$ cat src/rtl/prog_timer_pkg.sv
// prog_timer_pkg
//   Shared definitions for the programmable down-counting timer:
//   - state_e      : FSM state encoding (IDLE / RUN / DONE)
//   - MODE_RELOAD  : Mode value selecting auto-reload
//   - MODE_ONESHOT : Mode value selecting one-shot
package prog_timer_pkg;

  typedef enum logic [1:0] {
    ST_IDLE = 2'd0,
    ST_RUN  = 2'd1,
    ST_DONE = 2'd2
  } state_e;

  localparam logic MODE_RELOAD  = 1'b0;
  localparam logic MODE_ONESHOT = 1'b1;

endpackage

$ cat src/rtl/prog_timer_prescaler.sv
// prog_timer_prescaler
//   Free-running tick divider. Produces Tick once every Div+1 enabled
//   cycles. The counter only advances while En is high, so dropping En
//   freezes the phase of the divider.
//
// Ports:
//   Clk  in   system clock
//   Rst  in   asynchronous active-low reset
//   En   in   count enable
//   Clr  in   synchronous clear of the divider phase (driven by Load)
//   Div  in   divider D; Tick every D+1 enabled cycles
//   Tick out  one-cycle tick, valid in the cycle the counter equals Div
module prog_timer_prescaler #(
  parameter int PRESCALE_W = 8
) (
  input  logic                  Clk,
  input  logic                  Rst,
  input  logic                  En,
  input  logic                  Clr,
  input  logic [PRESCALE_W-1:0] Div,
  output logic                  Tick
);

  logic [PRESCALE_W-1:0] cnt_q;
  logic [PRESCALE_W-1:0] cnt_d;
  logic                  at_div;

  assign at_div = (cnt_q == Div);
  assign Tick   = En && at_div;

  always_comb begin
    cnt_d = cnt_q;
    if (Clr) begin
      cnt_d = '0;
    end else if (En) begin
      if (at_div) begin
        cnt_d = '0;
      end else begin
        cnt_d = cnt_q + PRESCALE_W'(1);
      end
    end
  end

  always_ff @(posedge Clk or negedge Rst) begin
    if (!Rst) begin
      cnt_q <= '0;
    end else begin
      cnt_q <= cnt_d;
    end
  end

endmodule

$ cat src/rtl/prog_timer.sv
// prog_timer
//   Programmable down-counting timer with auto-reload and one-shot modes.
//   A Load captures the period P and mode and (re)starts the count; Tc
//   pulses once every P+1 ticks. All outputs come straight from flops.
//
//   Optional prescaler: define PROG_TIMER_PRESCALE_EN to divide the tick
//   rate by Prescale+1. Without the macro a tick is simply En, the
//   Prescale port is left unused and no prescaler flops exist.
//
// Ports:
//   Clk      in   system clock
//   Rst      in   asynchronous active-low reset
//   En       in   count enable; low freezes count, prescaler and state
//   Load     in   one-cycle strobe capturing LoadVal and Mode
//   LoadVal  in   period P
//   Mode     in   0 = auto-reload, 1 = one-shot (sampled on Load only)
//   Prescale in   divider D (only with PROG_TIMER_PRESCALE_EN)
//   Tc       out  registered terminal-count pulse
//   Count    out  current count
//   Busy     out  high while in RUN
//   Done     out  high while in DONE
//   DbgState out  current FSM state encoding (debug visibility)
module prog_timer
  import prog_timer_pkg::*;
#(
  parameter int WIDTH      = 16,
  parameter int PRESCALE_W = 8
) (
  input  logic                  Clk,
  input  logic                  Rst,
  input  logic                  En,
  input  logic                  Load,
  input  logic [WIDTH-1:0]      LoadVal,
  input  logic                  Mode,
  input  logic [PRESCALE_W-1:0] Prescale,
  output logic                  Tc,
  output logic [WIDTH-1:0]      Count,
  output logic                  Busy,
  output logic                  Done,
  output logic [1:0]            DbgState
);

  state_e           state_q, state_d;
  logic [WIDTH-1:0] count_q, count_d;
  logic [WIDTH-1:0] period_q, period_d;
  logic             mode_q, mode_d;
  logic             tc_q, tc_d;
  logic             busy_q, busy_d;
  logic             done_q, done_d;
  logic             tick;

`ifdef PROG_TIMER_PRESCALE_EN
  prog_timer_prescaler #(
    .PRESCALE_W (PRESCALE_W)
  ) u_prescaler (
    .Clk  (Clk),
    .Rst  (Rst),
    .En   (En),
    .Clr  (Load),
    .Div  (Prescale),
    .Tick (tick)
  );
`else
  logic unused_prescale;
  assign unused_prescale = ^Prescale;
  assign tick            = En;
`endif

  // Next-state logic. Load overrides everything, including a terminal
  // tick landing in the same cycle, so a reload never emits a stale Tc.
  always_comb begin
    state_d  = state_q;
    count_d  = count_q;
    period_d = period_q;
    mode_d   = mode_q;
    tc_d     = 1'b0;

    if (Load) begin
      period_d = LoadVal;
      count_d  = LoadVal;
      mode_d   = Mode;
      state_d  = ST_RUN;
    end else begin
      case (state_q)
        ST_RUN: begin
          if (tick) begin
            if (count_q != '0) begin
              count_d = count_q - WIDTH'(1);
            end else begin
              tc_d = 1'b1;
              if (mode_q == MODE_ONESHOT) begin
                // Count stays at 0; only a new Load moves it.
                state_d = ST_DONE;
              end else begin
                count_d = period_q;
              end
            end
          end
        end
        ST_IDLE, ST_DONE: begin
          // Ticks are ignored; everything holds until Load.
        end
        default: begin
          state_d = ST_IDLE;
        end
      endcase
    end

    busy_d = (state_d == ST_RUN);
    done_d = (state_d == ST_DONE);
  end

  always_ff @(posedge Clk or negedge Rst) begin
    if (!Rst) begin
      state_q  <= ST_IDLE;
      count_q  <= '0;
      period_q <= '0;
      mode_q   <= MODE_RELOAD;
      tc_q     <= 1'b0;
      busy_q   <= 1'b0;
      done_q   <= 1'b0;
    end else begin
      state_q  <= state_d;
      count_q  <= count_d;
      period_q <= period_d;
      mode_q   <= mode_d;
      tc_q     <= tc_d;
      busy_q   <= busy_d;
      done_q   <= done_d;
    end
  end

  assign Tc       = tc_q;
  assign Count    = count_q;
  assign Busy     = busy_q;
  assign Done     = done_q;
  assign DbgState = state_q;

endmodule
$ cat config.mk
export PLATFORM = sky130hd
export DESIGN_NAME = prog_timer
export DESIGN_NICKNAME = d
export VERILOG_FILES = /design/src/rtl/prog_timer_pkg.sv /design/src/rtl/prog_timer_prescaler.sv /design/src/rtl/prog_timer.sv
export SDC_FILE = /design/constraint.sdc
export NUM_CORES = 1
export LEC_CHECK = 0
export CORE_ASPECT_RATIO = 1.25
export CORE_MARGIN = 2
export CORE_UTILIZATION = 45
export DETAILED_ROUTE_END_ITERATION = 8
export GPL_TIMING_DRIVEN = 0
export HOLD_SLACK_MARGIN = 0.08
export PLACE_DENSITY = 0.76
export RECOVER_POWER = 100
export SLEW_MARGIN = 20
export SYNTH_ARGS = -nofsm -noshare
export SYNTH_HDL_FRONTEND = slang
export SYNTH_HIERARCHICAL = 1
export SYNTH_SLANG_ARGS = --single-unit
$ cat constraint.sdc
create_clock -name Clk -period 2.1 [get_ports Clk]
set_clock_uncertainty 0.05 [all_clocks]
set_input_delay 0.42 -clock Clk [delete_from_list [all_inputs] [get_ports Clk]]
set_output_delay 0.42 -clock Clk [all_outputs]
set_load 0.005 [all_outputs]
# --- Yosys cells after proc, flatten, opt, wreduce, memory -nomap -nowiden ---
# Index checks and enable logic that the tools add are counted.
word_totals:
  regBits: 38
  latch_bits: 0
  ramBits: 0
  rom_bits: 0
  input_bits: 29
  output_inout_bits: 21
  elab_cells: 33
  mem_count: 0
classes:
  add_sub_neg: 1
  multipliers: 0
  div_mod_pow: 0
  n_lt_le_gt_ge: 0
  eq_ne: 5
  shifts: 0
  muxes: 14
  bitwise_logic: 0
  n_reduce_logical: 6
ops:
  columns: ["op", "count"]
  rows:
  - ["16-bit 2-to-1 mux", 5]
  - ["16-bit nonzero test", 1]
  - ["16-bit by 1-bit subtractor with 16-bit output, second input constant", 1]
  - ["2-bit 2-to-1 mux", 4]
  - ["2-bit by 1-bit equality test with 1-bit output, second input constant", 2]
  - ["2-bit equality test, second input constant", 2]
  - ["1-bit 2-to-1 mux", 4]
  - ["2-bit one-hot mux with 2 select lines", 1]
  - ["2-bit nonzero test", 2]
  - ["3-bit by 2-bit != test with 1-bit output, second input constant", 1]
  - ["3-bit AND reduction", 1]
  - ["2-bit zero test", 1]
  - ["2-bit OR reduction", 1]

# --- Depth between registers and ports, before layout ---
# Gate-level depths: netlist of run 1.
logic_depth:
  word_depth: 6
  mapped_depth: 8
  ltp_nobuf: 7

# --- Least setup slack after synthesis of run 1 ---
# No wires, ideal clock.
synth_path:
  path_type: "reg2reg"
  from: "register count_q[8] (netlist: Count[8])"
  to: "register count_q[15] (netlist: Count[15])"
  setup_ns: 0.126
  arrival_ns: 2.159
  required_time_ns: 1.924
  path_slack_ns: -0.235
  stages_incl_launch_ff: 8
  path_buffers: 2
  synth_period_minus_slack_ns: 2.335
  cell_sequence: "dfrtp_1 -> or4_1 -> buf_2 -> or4_4 -> buf_6 -> nor3_2 -> a211oi_1 -> a221o_1"
synth_between:
  elab_chain_cells: 5
  elab_cells_between_ends: 8
  cone_classes: "1 x add/sub; 1 x eq/ne; 4 x mux; 2 x reduce/logical"
synth_lines:
  columns: ["item", "line_no", "rtl"]
  rows:
  - ["start: declaration", "prog_timer.sv:44", "logic [WIDTH-1:0] count_q, count_d;"]
  - ["start signal: assignment", "prog_timer.sv:124", "count_q <= count_d;"]
  - ["16-bit by 1-bit subtractor with 16-bit output / 16-bit nonzero test (equally long branches)", "prog_timer.sv:88, prog_timer.sv:87", null]
  - ["16-bit 2-to-1 mux", "prog_timer.sv:87", "if (count_q != '0) begin"]
  - ["16-bit 2-to-1 mux", "prog_timer.sv:86", "if (tick) begin"]
  - ["16-bit 2-to-1 mux", "prog_timer.sv:84", "case (state_q)"]
  - ["16-bit 2-to-1 mux", "prog_timer.sv:78", "if (Load) begin"]
# Parallel ways exist; a longest one is shown, timed or not. The select of a mux whose other input is x is not followed.
# A chain may end at the register's enable or synchronous reset.

# --- Worst setup path in the final report of run 1 ---
layout_path:
  from: "register count_q[2] (netlist: Count[2])"
  to: "register count_q[15] (netlist: Count[15])"
# The elaborated chain is that of the path after synthesis.

==> results of run 1 <==
-- cells by family (layout without fill, tap and decap cells) --
family,after synthesis,in the layout
mux,10,10
fa+ha+maj,2,2
buf+inv,28,101
xor+xnor,2,2
compound gates,69,69
simple gates,73,73
flops,38,38
-- per-stage QoR --
stage                     hold slack [ps]  cell area, µm²  setup slack (ps)  utilization (%)  setup TNS (ps)
after detailed placement            356.1            2708            -597.8            57.68           -9106
after floorplan                     74.41            2200            -199.4                -           -1665
after global routing                480.0            3197            -349.9            68.10           -5681
after global placement              434.6            2685            -609.2            57.20          -21950
after CTS                           465.4            3040            -215.0            64.77           -2431
final                               471.1            3197            -270.8            68.10           -2622
-- worst paths after layout --
kind                       slack, ps           to  cells after the start
min                              470  period_q[9]                      1
max                             -270    Count[15]                      7
min in group asynchronous        750     Count[4]                      2
min reg2reg                      470  period_q[9]                      1
max reg2reg                     -270    Count[15]                      7
max in group asynchronous        200    Count[12]                      3
-- sequential cells by signal (all words and copies together) (netlist names) --
signal,flops
mode_q,1
Done,1
period_q,16
Count,16
Tc,1
DbgState,2
Busy,1
-- critical path, stage by stage, from the launching register on --
cell and delay, ps:
sky130_fd_sc_hd__dfrtp_1 380, sky130_fd_sc_hd__clkbuf_1 280, sky130_fd_sc_hd__nor4_2 440, sky130_fd_sc_hd__and3_1 200, sky130_fd_sc_hd__clkbuf_1 290, sky130_fd_sc_hd__and3_1 230, sky130_fd_sc_hd__a211oi_2 50, sky130_fd_sc_hd__a221o_1 330
-- Yosys cell counts, drive strengths merged, types with 2 or more instances --
library cell	number
a21oi	7
a221o	4
a221oi	2
a311o	2
a31o	3
and2	2
and3	4
buf	4
clkbuf	11
dfrtp	38
ha	2
inv	13
mux2	10
nand2	18
nand2b	2
nand3	4
nand3b	2
nand4	2
nor2	12
nor3	8
nor4	6
nor4b	3
o211a	3
o211ai	2
o21ai	22
o22ai	2
o31a	2
o31ai	4
o32ai	4
or4	4
-- area by class of cell --
type | count | area (µm²) | share of cell area [%]
Clock inverter | 1 | 5.005 | 0.1566
Buffer | 14 | 81.33 | 2.544
Tap cell | 60 | 75.07 | 2.348
Clock buffer | 7 | 86.33 | 2.701
Inverter | 13 | 48.80 | 1.526
Multi-Input combinational cell | 156 | 1318 | 41.21
Timing Repair Buffer | 66 | 630.6 | 19.73
Sequential cell | 38 | 952.2 | 29.78
-- timing repair --
| action | in CTS | in global routing |
|---|---|---|
| pin swaps | 9 | 16 |
| cloned | 1 | 0 |
| buffers inserted | 15 | 7 |
| gates resized for setup | 28 | 27 |
| hold endpoints to repair | 18 | 0 |
| endpoints found under the setup margin | 25 | 16 |
| hold buffers | 1 | 0 |
-- metal layers --
layer	track usage, %	routed length, µm	up-vias
met2	41.62	3463	132
met1	31.23	2690	1127
li1	-	-	985
met3	6.575	584	38
met4	13.06	317	0
met5	0	0	-
-- power by group through the flow --
| stage | registers (mW) | clock network (mW) | logic [mW] |
|---|---|---|---|
| final | 0.876 | 0.521 | 0.490 |
| after global routing | 0.883 | 0.569 | 0.522 |
| after CTS | 0.868 | 0.529 | 0.449 |
| after detailed placement | 0.882 | 0 | 0.394 |
| after global placement | 0.880 | 0 | 0.383 |
| after floorplan | 0.866 | 0 | 0.212 |
==> flow_summary.yaml, run 1 <==
outcome:
  status: "complete, but fails checks"
  failed_checks: "negative setup slack"
clocking:
  tritoncts.num_buffers: 5
  cts.root.buffer_cell: "sky130_fd_sc_hd__clkbuf_8"
  clock_path_buffers: 2
  clock-sinks: 38
  worstSkewPairLatency_ps: 290
  tritoncts: "done"
  htree_levels: 2
  clk_pin_slew_ps: 70
floorplanning:
  io-pin-count: 50
  die-area_um2: 5376
  die_height_um: 81.48
  floorplan.initialDensity_pct: 46.03
  die_width_um: 65.98
  coreArea_um2: 4695
  placementRows: 28
worst_setup_path:
  critPathMaxFanout: 8
  cp_data_required_time_ps: 2230
  r2r-start: "Count[2]"
  critPathArrivalTime_ps: 2500
  critical_path_endpoint_category: "flip-flop"
  crit_type: "flip-flop to flip-flop"
  beginning_of_the_critical_path: "Count[2]"
  crit_path_start_kind: "flip-flop"
synthesis:
  synth_compound_gate_area_share_pct: 23.28
  synth_nets: 253
  combinational_family_with_the_most_area_after_synthesis: "compound AO/OA/AOI/OAI gates"
  yosysSeqAreaShare_pct: 44.01
  yosys.area_share.adder_pct: 1.158
  synth.cell_area_um2: 2161
  yosys_warnings: 6
  post_synth_num_cell_types: 60
  synth_edf_count: 0
  postSynthRegisterBits: 38
  synth_area_per_cell_um2: 9.733
  synth_async_sr_flop_share_pct: 100.0
  simple_gate_area_share_of_the_yosys_netlist_pct: 20.21
  ys_dominant_reg_cell: "sky130_fd_sc_hd__dfrtp_1"
  yosysTopAreaCell: "sky130_fd_sc_hd__dfrtp_1"
  synth-xor-area-share_pct: 0.8107
  synth.mux.area_fraction_pct: 5.211
  yosys-top-cells-area: "sky130_fd_sc_hd__dfrtp_1 (44%), sky130_fd_sc_hd__mux2_2 (5.2%), sky130_fd_sc_hd__o21ai_0 (4.9%)"
  post-synth-top-area-fraction_pct: 44.01
  postSynthCellCount: 222
sta:
  worst-slew-pin-transition_ps: 989.9
  setup_slack_ps: -270.8
  relSlewSlack_pct: 34.01
  timing_max_transition_violations_final: 0
  final-hold-violation-count: 0
  max_clock_freq_mhz: 421.8
  final.period_utilization_pct: 112.9
  rsz_0062_raised_after_global_routing: "yes"
  setup_violation_total_in_the_final_timing_report: 18
  final.min_clock_period_ps: 2371
cells_and_area:
  synthToLayoutAreaGrowth_pct: 47.94
  layout_fillers: 353
  nets: 325
  layout_commonest_cell: "sky130_fd_sc_hd__dfrtp_1"
  final_cell_count_no_fill: 355
  drive_above_1_share_pct: 29.15
  antenna_cells: 0
  most-common-layout-cells: "sky130_fd_sc_hd__dfrtp_1 (37), sky130_fd_sc_hd__clkdlybuf4s50_1 (23), sky130_fd_sc_hd__dlygate4sd3_1 (18)"
place:
  io_buffer_count: 41
  numPlacedInstances: 324
  hpwl_um: 4224
  gp_congestion: 0.9301
pwr:
  cellInternalPower_mw: 1.307
  power_leakage_nw: 1.295
  switching_share_pct: 30.72
  comb_power_share_pct: 26.0
  totalPowerFinal_mw: 1.887
  power.share.clock_pct: 27.6
  power_frac_seq_pct: 46.4
  power_density_nw_per_um2: 590.3
  ir_drop_mv: 0.3756
  total_switching_power_mw: 0.5798
global_routing:
  grt_max_degree: 21
  antenna_found_initial: 0
  grt_overflow: 0
  groute.usage.overall_pct: 25.52
  via_count_of_the_first_global_routing_pass: 2085
  grt_first_pass_wirelength_um: 10210
hold_path:
  hold_start: "period_q[9]"
  min-delay-path-class: "flip-flop to flip-flop"
drt:
  routed_wire_length_per_instance_um: 19.87
  drt_first_iter_violations: 183
  dr_vias: 2282
  route.detailed.drc: 0
  post_detailed_route_count_of_antenna_violating_nets: 0
  detail_route.vias_per_cell: 6.428
  firstDrtPassIters: 5
  wirelength_um: 7055
run:
  cap_violations: 0
(Power assumes the default switching activity.)
==> run 2: changes to the inputs <==
SKIP_LAST_GASP = 1   (was default)
==> run 2 against run 1 <==
  * The run still ends with negative setup slack left
  * Global-route usage is 0.058 points lower
  * Wire length is 0.50% lower
  * Die area stayed put
  * Non-clock buffer count is 1 lower
  * Clock-buffer cell count stayed put
  * Worst setup slack hardly changed
  * Design area is 0.35% lower
  * Cell count is 0.28% lower
  * Critical path depth stayed put
  * Via count is 1.4% lower
==> flow_summary.yaml, run 2 (synthesis gave the netlist of run 1 again) <==
outcome:
  status: "complete, but fails checks"
  failed_checks: "negative setup slack"
cells_and_area:
  most-common-layout-cells: "sky130_fd_sc_hd__dfrtp_1 (37), sky130_fd_sc_hd__dlygate4sd3_1 (21), sky130_fd_sc_hd__clkdlybuf4s50_1 (20)"
  nets: 324
  layout_fillers: 353
  synthToLayoutAreaGrowth_pct: 47.42
  finalInstanceArea_um2: 3186
  antenna_cells: 0
  drive_above_1_share_pct: 28.91
  layout_commonest_cell: "sky130_fd_sc_hd__dfrtp_1"
sta:
  final-hold-violation-count: 0
  rsz_0062_raised_after_global_routing: "yes"
  worst-slew-pin-transition_ps: 989.1
  setup_violation_total_in_the_final_timing_report: 16
  setup_slack_ps: -271.1
  final.min_clock_period_ps: 2371
  fin_tns_setup_ps: -2759
  max_clock_freq_mhz: 421.7
  final.period_utilization_pct: 112.9
  relSlewSlack_pct: 34.06
  timing_max_transition_violations_final: 0
worst_setup_path:
  worstReg2RegEnd: "Count[15]"
  crit_path_start_kind: "flip-flop"
  crit_type: "flip-flop to flip-flop"
  critPathMaxFanout: 8
  critPathArrivalTime_ps: 2500
  regToRegSetupSlack_ps: -270
  r2r-start: "Count[2]"
  cp_data_required_time_ps: 2230
  rr_worst_depth: 7
  critical_path_endpoint_category: "flip-flop"
floorplanning:
  die_height_um: 81.48
  placementRows: 28
  floorplan.initialDensity_pct: 46.03
  die_width_um: 65.98
  coreArea_um2: 4695
  die-area_um2: 5376
  io-pin-count: 50
global_routing:
  grt_overflow: 0
  via_count_of_the_first_global_routing_pass: 2071
  antenna_found_initial: 0
  grt_first_pass_wirelength_um: 10160
  grt_max_degree: 21
  groute.usage.overall_pct: 25.46
drt:
  routed_wire_length_per_instance_um: 19.83
  dr_vias: 2250
  drt_first_iter_violations: 165
  wirelength_um: 7020
  firstDrtPassIters: 5
  post_detailed_route_count_of_antenna_violating_nets: 0
  detail_route.vias_per_cell: 6.356
  route.detailed.drc: 0
clocking:
  clock-sinks: 38
  worstSkewPairLatency_ps: 300
  clock_path_buffers: 2
  tritoncts: "done"
  tritoncts.num_buffers: 5
  htree_levels: 2
  clk_pin_slew_ps: 70
  cts.root.buffer_cell: "sky130_fd_sc_hd__clkbuf_8"
run:
  cap_violations: 0
hold_path:
  hold_start: "period_q[2]"
  worst_hold_stages: 1
  hold_end: "period_q[2]"
  min-delay-path-class: "flip-flop to flip-flop"
pwr:
  ir_drop_mv: 0.3752
  power_density_nw_per_um2: 592.8
  power_leakage_nw: 1.289
place:
  io_buffer_count: 41
  gp_congestion: 0.9301
  placement.cell_area_um2: 2708
  hpwl_um: 4224
==> run 2: cell type report <==
cell class / instances / area [µm²] / share of cell area, %
Sequential cell: 38 / 952.2 / 29.89
Multi-Input combinational cell: 156 / 1318 / 41.36
Tap cell: 60 / 75.07 / 2.357
Clock inverter: 1 / 5.005 / 0.1571
Inverter: 13 / 48.80 / 1.532
Buffer: 14 / 81.33 / 2.553
Timing Repair Buffer: 65 / 619.3 / 19.44
Clock buffer: 7 / 86.33 / 2.710
==> run 2: worst max-delay path, stage by stage (launching register included) <==
cell	delay, ps
sky130_fd_sc_hd__dfrtp_1	370
sky130_fd_sc_hd__clkbuf_1	290
sky130_fd_sc_hd__nor4_2	450
sky130_fd_sc_hd__and3_1	200
sky130_fd_sc_hd__clkbuf_1	290
sky130_fd_sc_hd__and3_1	230
sky130_fd_sc_hd__a211oi_2	50
sky130_fd_sc_hd__a221o_1	320
==> run 2: worst max-delay path by stage <==
stage               from   endpoint  cells after the start
6_report        Count[2]  Count[15]                      7
5_1_grt         Count[2]  Count[15]                      7
4_1_cts        Count[11]  Count[12]                      5
3_5_place_dp    Count[0]   Count[4]                      7
3_3_place_gp    Count[0]   Count[4]                      7
2_1_floorplan   Count[9]  Count[15]                      7
==> run 2: stage by stage <==
stage / power (mW) / hold slack [ps] / worst slack, ps / instances / util, %
global route: 1.971 / 480.0 / -390.6 / 354 / 67.86
detailed placement: 1.276 / 356.1 / -597.8 / 324 / 57.68
floorplan: 1.079 / 74.41 / -199.4 / 222 / -
CTS: 1.844 / 465.4 / -215.0 / 348 / 64.61
finish: 1.888 / 467.6 / -271.1 / 354 / 67.86
global placement: 1.263 / 434.6 / -609.2 / 323 / 57.20
==> run 2: power breakdown <==
group | total [mW] | internal [mW] | switching, mW
clock network | 0.526 | 0.265 | 0.261
logic | 0.487 | 0.242 | 0.245
registers | 0.876 | 0.797 | 0.0784
==> run 2: what timing repair did <==
| action | 4_1_cts | 5_1_grt |
|---|---|---|
| setup buffers | 15 | 6 |
| endpoints found under the hold margin | 18 | 0 |
| cloned | 1 | 0 |
| hold buffers | 1 | 0 |
| gates resized for setup | 26 | 29 |
| pin swaps | 9 | 15 |
| setup endpoints to repair | 25 | 17 |
==> run 2: layer usage <==
metal / track usage [%] / up-vias / wire length [µm]
met5: 0 / - / 0
li1: - / 984 / -
met4: 13.06 / 0 / 269
met2: 41.41 / 134 / 3414
met1: 31.23 / 1092 / 2784
met3: 6.575 / 40 / 550
==> run 3: changes to the inputs <==
CORE_UTILIZATION = 54   (was 45)
PLACE_DENSITY = 0.85   (was 0.76)
clock period = 3.05 ns   (was 2.1 ns; I/O delays follow)
==> run 3 against run 2 <==
  * The run now ends clean
  * Worst setup slack improved by 630 ps
  * Design area down 14%
  * Die area down 16%
  * Register-to-register slack better by 630 ps
  * Critical endpoint is now Count[13]
  * Largest cell class unchanged
  * Largest power group unchanged
==> flow_summary.yaml, run 3 (synthesis gave the netlist of run 1 again) <==
clocking:
  tritoncts: "done"
  cts.root.buffer_cell: "sky130_fd_sc_hd__clkbuf_8"
  clk_pin_slew_ps: 80
  worstSkewPairLatency_ps: 280
  htree_levels: 2
  cts_hold_buffers: 0
  clock_path_buffers: 2
  tritoncts.num_buffers: 5
  cts_setup_buffers: 0
  clock-sinks: 38
  cts_resized: 0
global_routing:
  grt_overflow: 0
  antenna_found_initial: 0
  groute.usage.overall_pct: 28.73
  via_count_of_the_first_global_routing_pass: 1978
  grt_first_pass_wirelength_um: 9639
  grt_max_degree: 21
cells_and_area:
  nets: 302
  antenna_cells: 0
  drive_above_1_share_pct: 11.76
  synthToLayoutAreaGrowth_pct: 26.23
  layout_fillers: 303
  final_cell_count_no_fill: 326
  multi_input_area_um2: 1095
  regArea_um2: 950.9
  layout_commonest_cell: "sky130_fd_sc_hd__dfrtp_1"
  most-common-layout-cells: "sky130_fd_sc_hd__dfrtp_1 (38), sky130_fd_sc_hd__o21ai_0 (22), sky130_fd_sc_hd__dlygate4sd3_1 (22)"
sta:
  worst-slew-pin-transition_ps: 1039
  rsz_0062_raised_after_global_routing: "no"
  final.period_utilization_pct: 88.17
  setup_violation_total_in_the_final_timing_report: 0
  relSlewSlack_pct: 30.01
  timing.hold.ws_ps: 430.0
  timing_max_transition_violations_final: 0
  final.min_clock_period_ps: 2689
  final-hold-violation-count: 0
  max_clock_freq_mhz: 371.9
  fin_tns_setup_ps: 0
hold_path:
  min-delay-path-class: "primary input to async pin"
pwr:
  power_density_nw_per_um2: 442.9
  switching_share_pct: 29.09
  power.share.clock_pct: 29.5
  ir_drop_mv: 0.3034
  total_switching_power_mw: 0.3513
  comb_power_share_pct: 21.3
  power_leakage_nw: 1.095
  cellInternalPower_mw: 0.8566
  power_frac_seq_pct: 49.3
drt:
  route.detailed.drc: 0
  routed_wire_length_per_instance_um: 18.46
  post_detailed_route_count_of_antenna_violating_nets: 0
  dr_vias: 2086
  wirelength_um: 6017
  drt_first_iter_violations: 154
  firstDrtPassIters: 4
  detail_route.vias_per_cell: 6.399
outcome:
  status: "finished, final reports clean"
worst_setup_path:
  crit_path_start_kind: "flip-flop"
  crit_type: "flip-flop to flip-flop"
  critical_path_endpoint_category: "flip-flop"
  cp_data_required_time_ps: 3230
  critPathMaxFanout: 8
  critPathArrivalTime_ps: 2870
  rr_worst_depth: 7
place:
  hpwl_um: 4279
  numPlacedInstances: 318
  io_buffer_count: 41
  gp_congestion: 0.9296
floorplanning:
  coreArea_um2: 3816
  placementRows: 25
  die_height_um: 74.73
  floorplan.initialDensity_pct: 56.62
  die-area_um2: 4527
  die_width_um: 60.58
  io-pin-count: 50
run:
  cap_violations: 0
[run 3: per-layer routing]
layer | GRT usage (%) | vias to the layer above | wire length (µm)
met5 | 0 | - | 0
met4 | 12.80 | 0 | 104
met3 | 5.498 | 13 | 596
met2 | 46.59 | 138 | 2970
met1 | 37.14 | 996 | 2346
li1 | - | 939 | -
[run 3: path summary, 6_finish.rpt]
| kind | startpoint | endpoint | slack [ps] |
|---|---|---|---|
| setup / recovery | Count[5] | Count[13] | 360 |
| hold / removal | Rst | period_q[15] | 430 |
| setup reg to reg | Count[5] | Count[13] | 360 |
| hold reg to reg | period_q[6] | period_q[6] | 460 |
| max in group asynchronous | Rst | Count[6] | 1070 |
| min in group Clk | period_q[6] | period_q[6] | 460 |
[run 3: worst max-delay path, stage by stage, from the launching register on]
cell	delay, ps
sky130_fd_sc_hd__dfrtp_1	380
sky130_fd_sc_hd__clkbuf_1	180
sky130_fd_sc_hd__nor3_1	830
sky130_fd_sc_hd__and3_1	270
sky130_fd_sc_hd__clkbuf_1	290
sky130_fd_sc_hd__a22oi_1	120
sky130_fd_sc_hd__a221oi_1	350
sky130_fd_sc_hd__a221o_1	150
[run 3: layout make-up]
type,instances,area share (%)
clock buffers,7,3.165
repair buffers,42,14.95
well taps,54,2.477
flip-flops and latches,38,34.86
multi-input cells,156,40.14
inverters,13,1.789
plain buffers,15,2.431
clock inverters,1,0.1835
[run 3: power groups by stage]
stage / clock network (mW) / logic [mW] / registers, mW
after floorplan: 0 / 0.140 / 0.595
after global placement: 0 / 0.258 / 0.602
after detailed placement: 0 / 0.268 / 0.604
after CTS: 0.356 / 0.269 / 0.595
after global routing: 0.383 / 0.282 / 0.601
final: 0.356 / 0.257 / 0.595
[run 3: stage by stage]
| step | util, % | worst slack [ps] | total power, mW | instance area (µm²) |
|---|---|---|---|---|
| floorplan | - | 714.5 | 0.7355 | 2161 |
| global placement | 69.15 | 397.9 | 0.8607 | 2639 |
| detailed placement | 69.74 | 394.8 | 0.8716 | 2661 |
| CTS | 72.13 | 394.8 | 1.220 | 2753 |
| global route | 71.48 | 180.3 | 1.266 | 2728 |
| finish | 71.48 | 361.0 | 1.208 | 2728 |
